===== src/rtl/pipe_hazard_ctrl.sv =====
// ============================================================================
// pipe_hazard_ctrl : stall/flush/bubble sequencer for the 5-stage pipeline
// Rev 1.0 - initial release
// ============================================================================
`default_nettype none

module pipe_hazard_ctrl #(
    parameter int TIMEOUT = 64,
    parameter int TO_W    = 7,
    parameter int CNT_W   = 16
) (
    input  logic             clk_i,
    input  logic             rst_i,
    input  logic             IDEX_MemRead_i,
    input  logic [4:0]       IDEX_RTaddr_i,
    input  logic [4:0]       IFID_RSaddr_i,
    input  logic [4:0]       IFID_RTaddr_i,
    input  logic             branch_taken_i,
    input  logic             jump_i,
    input  logic             EXMEM_MemAcc_i,
    input  logic             dmem_ack_i,
    output logic             dmem_req_o,
    output logic             PC_write_o,
    output logic             IFID_write_o,
    output logic             IFID_flush_o,
    output logic             IDEX_bubble_o,
    output logic             EXMEM_hold_o,
    output logic             MEMWB_bubble_o,
    output logic [CNT_W-1:0] stall_cnt_o,
    output logic             err_o
);

    typedef enum logic [0:0] {
        S_RUN  = 1'b0,
        S_WAIT = 1'b1
    } state_t;

    localparam logic [TO_W-1:0]  c_timeout = TO_W'(TIMEOUT);
    localparam logic [CNT_W-1:0] c_cnt_max = '1;

    state_t            state_q, state_d;
    logic [TO_W-1:0]   wcnt_q,  wcnt_d;
    logic [CNT_W-1:0]  stall_q, stall_d;
    logic              err_q,   err_d;

    logic              w_luh;
    logic              w_redir;
    logic              w_freeze;
    logic              w_req;

    assign w_luh = IDEX_MemRead_i && (IDEX_RTaddr_i != 5'd0) &&
                   ((IDEX_RTaddr_i == IFID_RSaddr_i) || (IDEX_RTaddr_i == IFID_RTaddr_i));
    assign w_redir = branch_taken_i | jump_i;

    // Memory handshake FSM: decides freeze and the next wait-counter value.
    always_comb begin
        state_d  = state_q;
        wcnt_d   = wcnt_q;
        err_d    = err_q;
        w_freeze = 1'b0;
        w_req    = 1'b0;
        unique case (state_q)
            S_RUN: begin
                w_req = EXMEM_MemAcc_i;
                if (EXMEM_MemAcc_i && !dmem_ack_i) begin
                    w_freeze = 1'b1;
                    state_d  = S_WAIT;
                    wcnt_d   = TO_W'(1);
                end
            end
            S_WAIT: begin
                w_req = 1'b1;
                if (dmem_ack_i) begin
                    state_d = S_RUN;
                    wcnt_d  = '0;
                end else if (wcnt_q == c_timeout) begin
                    err_d   = 1'b1;
                    state_d = S_RUN;
                    wcnt_d  = '0;
                end else begin
                    w_freeze = 1'b1;
                    wcnt_d   = wcnt_q + 1'b1;
                end
            end
            default: begin
                state_d = S_RUN;
                wcnt_d  = '0;
            end
        endcase
    end

    // Pipeline-register controls, highest priority first; reset forces a
    // safe NOP-injecting pattern regardless of state.
    always_comb begin
        dmem_req_o     = w_req;
        PC_write_o     = 1'b1;
        IFID_write_o   = 1'b1;
        IFID_flush_o   = 1'b0;
        IDEX_bubble_o  = 1'b0;
        EXMEM_hold_o   = 1'b0;
        MEMWB_bubble_o = 1'b0;
        if (!rst_i) begin
            dmem_req_o     = 1'b0;
            PC_write_o     = 1'b0;
            IFID_write_o   = 1'b0;
            IFID_flush_o   = 1'b1;
            IDEX_bubble_o  = 1'b1;
            EXMEM_hold_o   = 1'b0;
            MEMWB_bubble_o = 1'b1;
        end else if (w_freeze) begin
            PC_write_o     = 1'b0;
            IFID_write_o   = 1'b0;
            EXMEM_hold_o   = 1'b1;
            MEMWB_bubble_o = 1'b1;
        end else if (w_luh) begin
            // Branch in ID re-resolves next cycle once the load data is ready.
            PC_write_o     = 1'b0;
            IFID_write_o   = 1'b0;
            IDEX_bubble_o  = 1'b1;
        end else if (w_redir) begin
            IFID_flush_o   = 1'b1;
        end
    end

    always_comb begin
        stall_d = stall_q;
        if (!PC_write_o && (stall_q != c_cnt_max)) begin
            stall_d = stall_q + 1'b1;
        end
    end

    always_ff @(posedge clk_i or negedge rst_i) begin
        if (!rst_i) begin
            state_q <= S_RUN;
            wcnt_q  <= '0;
            stall_q <= '0;
            err_q   <= 1'b0;
        end else begin
            state_q <= state_d;
            wcnt_q  <= wcnt_d;
            stall_q <= stall_d;
            err_q   <= err_d;
        end
    end

    assign stall_cnt_o = stall_q;
    assign err_o       = err_q;

endmodule

`default_nettype wire


===== config.mk =====
export PLATFORM = sky130hd
export DESIGN_NAME = pipe_hazard_ctrl
export DESIGN_NICKNAME = d
export VERILOG_FILES = /design/src/rtl/pipe_hazard_ctrl.sv
export SDC_FILE = /design/constraint.sdc
export NUM_CORES = 1
export LEC_CHECK = 0
export ABC_CLOCK_PERIOD_IN_PS = 2800
export BUFFER_PORTS_ARGS = -buffer_cell sky130_fd_sc_hd__clkbuf_2
export CAP_MARGIN = 15
export CORE_AREA = 4 4 60 76
export DETAILED_ROUTE_END_ITERATION = 8
export DIE_AREA = 0 0 64 80
export HOLD_SLACK_MARGIN = 0.08
export SYNTH_ARGS = -nofsm -noshare
export SYNTH_HDL_FRONTEND = slang
export SYNTH_SLANG_ARGS = --single-unit

===== constraint.sdc =====
create_clock -name clk_i -period 2.8 [get_ports clk_i]
set_input_delay 0.14 -clock clk_i [delete_from_list [all_inputs] [get_ports clk_i]]
set_output_delay 0.14 -clock clk_i [all_outputs]
set_load 0.02 [all_outputs]

# == Word level (Yosys, flattened, before mapping) ==
# Cells that the tools add are included.
# op_classes
eq_ne,5
muxes,23
addsub,2
reduce_logical,9
bitwise_logic,3
# op_table
cell,n
$mux 7,3
$mux 1,17
$add 16x1->16 const B,1
$ne 16x16->1 const B,1
$pmux 7 s2,1
$eq 5x5->1,2
$add 7x1->7 const B,1
$eq 7x7->1 const B,1
$reduce_bool 5->1,1
$logic_and 1x1->1,4
$pmux 1 s2,2
$reduce_and 3->1,1
$logic_not 1->1,2
$ne 2x2->1 const B,1
$not 1->1,2
$logic_or 1x1->1,1
$or 1x1->1,1
# totals
word_cells,46
ff_bits,25
output_inout_bits,24
in_bits,22

# == Depth between registers and ports, before layout ==
# depth
ltp_word,8
ltp_mapped,8
mapped_depth_nobuf,7

# == Worst setup path after synthesis ==
# OpenSTA, ideal clock, no wires.
# synth_timing
kind,flip-flop to flip-flop
startpoint,"register stall_q[0], in the netlist stall_cnt_o[0]"
endpoint,"register stall_q[10], in the netlist stall_cnt_o[10]"
synth_period_minus_slack_ns,2.000
t_arrival_ns,1.870
setup_ns,0.129
n_path_buf,1
stages_incl_launch_ff,9
slack_ns,0.800
t_required_ns,2.671
path_cell_list,dfrtp_1 > ha_1 > and3_1 > and3_1 > and2_1 > nand4_2 > buf_4 > nand4_1 > xnor2_1
# synth_via
elab_chain_cells,2
# synth_rtl
element,line_no,rtl
start: declaration,43,"logic [CNT_W-1:0] stall_q, stall_d;"
start signal: assignment,141,stall_q <= stall_d;
"parallel branches: the longest is 2 deep, another holds $add 16x1->16",--,
# Parallel ways; which one is timed is not known.
# A chain may end at the register's enable or synchronous reset.

# == Final worst setup path ==
# layout_timing
startpoint,"register stall_q[0], in the netlist stall_cnt_o[0]"
endpoint,"register stall_q[1], in the netlist stall_cnt_o[1]"
# The elaborated chain is that of the path after synthesis.

==> metrics.yaml <==
setup.worst_path.class: "reg -> reg"
cp_max_fo: 9
grt_overflow: 0
cts_tree: "built"
critPathLaunchType: "flip-flop"
leakagePower_nw: 0.9018
final_hold_viol_count: 0
cts_resized: 0
ctsRootBufferMaster: "clkbuf_8"
cts_buffers: 3
slew_headroom: 0.6753
power.density_nw_per_um2: 555.1
synthTopCellsByArea: "dfrtp_1, xnor2_1, xor2_1, nand3_2, and3_1"
die_area_sq_um: 5120
synthesis.instances: 138
gp_congestion: 0.8015
critPathArrivalTime_ns: 2.36
peakVddDrop_mv: 0.4449
hold_class: "in -> reg"
rsz0062_at_grt: "no"
core_sq_um: 3785
ant_nets: 0
finalCritPeriodShare: 0.7854
routed_wl_microns: 3239
setup_tns_ns: 0
start_util: 0.3931
rows: 25
die_width_microns: 64
ys_ff_latch: 25
vias_per_cell: 4.900
grt_first_pass_wirelength_microns: 5671
outcome: "complete, no violations"
syn-num-nets: 163
insertion_delay_ns: 0.27
synth_top_cell_by_area: "dfrtp_1"
drive_gt1_frac: 0.3476
synthArstFlopShare: 1.000
antenna_cells: 0
finalMaxSlewViolations: 0
grt_max_degree: 30
setup.worst_path.end_class: "flip-flop"
crit_required_ns: 2.96
ys_warn_count: 0
synth_cell_types: 38
fmax_ghz: 0.4548
grt_usage: 0.1397
antenna_found_initial: 0
setup_violations: 0
syn_area_sq_um: 1488
io_buffers: 45
fin_skew_ns: 0.005067
max_cap_violations: 0
dp_hpwl_microns: 2522
synth_edf_count: 0
ios: 46
nets: 213
hold_slack_ns: 0.2291
min_period_ns: 2.199
clockBufferDepth: 2
drt_iter0_markers: 45
htree_levels: 1
clkTransAtPathRegs_ns: 0.09
tightest_slew_ns: 0.4858
netlist.area_leader.share: 0.4205
die_height_microns: 80
cts_sinks: 25
synth-seq-area-share: 0.4205
drc: 0
via_count: 1181
dr.pass1.iters: 4
grt_pass1_vias: 1257
synthToLayoutAreaGrowth_pct: 22.96
synth_flop_cell: "dfrtp_1"
wl_per_cell_microns: 13.44
syn_area_per_cell_sq_um: 10.78
==> logic make-up after synthesis <==
kind of cell / Yosys count / share of synthesized area
muxes: 3 / 0.02187
AOI/OAI and AO/OA: 16 / 0.08326
xor gates and xnor gates: 27 / 0.1590
DFF: 25 / 0.4205
adders and majority gates: 3 / 0.02523
buffers and inverters: 8 / 0.03111
and+or+nand+nor: 56 / 0.2590
==> synth_stat cells, drive strengths merged (2+ instances only) <==
master,instances
o31ai,2
ha,3
and3,10
xnor2,14
nor3,2
mux2,2
xor2,13
nand2,5
buf,3
inv,4
and4,2
nor2,9
a21o,2
o21ai,5
and2,4
nand4,8
nand2b,4
nand3,8
o21bai,2
dfrtp,25
==> critical path, stage by stage (launching register included) <==
cell and delay (ns):
dfrtp_1 0.42, ha_1 0.18, and3_1 0.19, and3_1 0.19, and2_1 0.26, nand4_2 0.29
nand2_1 0.22, mux2_1 0.33
==> routing by layer <==
| metal | share of wire | GRT usage |
|---|---|---|
| met5 | 0 | 0 |
| met4 | 0.021 | 0.05832 |
| met3 | 0.031 | 0.02254 |
| met2 | 0.52 | 0.2451 |
| met1 | 0.43 | 0.1671 |
==> path summary, 6_finish.rpt <==
check	start	endpoint	slack, ns	cells past startpoint
max in group asynchronous	rst_i	wcnt_q[2]	2.06	3
max	stall_cnt_o[0]	stall_cnt_o[1]	0.60	7
max reg2reg	stall_cnt_o[0]	stall_cnt_o[1]	0.60	7
min in group asynchronous	rst_i	wcnt_q[0]	0.47	3
min	EXMEM_MemAcc_i	wcnt_q[0]	0.23	3
min reg2reg	err_o	err_o	0.46	1
==> what timing repair did <==
action / 4_1_cts / 5_1_grt
hold buffers: 2 / 0
endpoints found under the hold margin: 26 / 0
setup buffers: 0 / 0
endpoints found under the setup margin: 0 / 0
==> cells in the final DEF (no fill, tap or decap), types with 2 or more instances in the layout <==
cell,Yosys,final
clkbuf_2,1,45
dfrtp_1,25,25
xnor2_1,14,14
xor2_1,13,13
and3_1,10,10
nor2_1,9,9
nand3_2,7,7
nand4_1,5,5
nand2_1,5,5
inv_1,4,4
and2_1,4,4
o21ai_0,4,4
nand2b_1,3,3
nand4_2,3,3
ha_1,3,3
clkbuf_8,0,3
nor3_1,2,2
o31ai_1,2,2
a21o_1,2,2
and4_1,2,2
dlygate4sd3_1,0,2
buf_4,2,2
==> metrics by stage <==
stage,cell area [sq um],std cells,setup slack [ns],power [mW],utilization
after detailed placement,1764,235,0.6107,0.8072,0.4661
after CTS,1829,241,0.5871,1.031,0.4833
after floorplan,1488,138,0.8004,0.6865,-
after global routing,1829,241,0.4309,1.085,0.4833
final,1829,241,0.6010,1.015,0.4833
after global placement,1764,235,0.7111,0.7980,0.4661
==> where the power goes <==
group / switching (mW) / total, mW / leakage [nW] / internal [mW]
clock: 0.115 / 0.216 / 0.0228 / 0.102
sequential: 0.0630 / 0.481 / 0.332 / 0.418
combinational: 0.183 / 0.318 / 0.547 / 0.136
total: 0.360 / 1.02 / 0.902 / 0.655
==> cell type report <==
class	instances	area, sq um
Multi-Input combinational cell	105	815.8
Clock buffer	4	45.04
Timing Repair Buffer	49	260.3
Fill cell	364	1956
Sequential cell	25	625.6
Inverter	4	15.01
Tap cell	54	67.56
==> sequential cells by signal (all words and copies together) (netlist names) <==
signal	count
wcnt_q	7
err_o	1
stall_cnt_o	16
state_q	1
(Power assumes the default switching activity.)
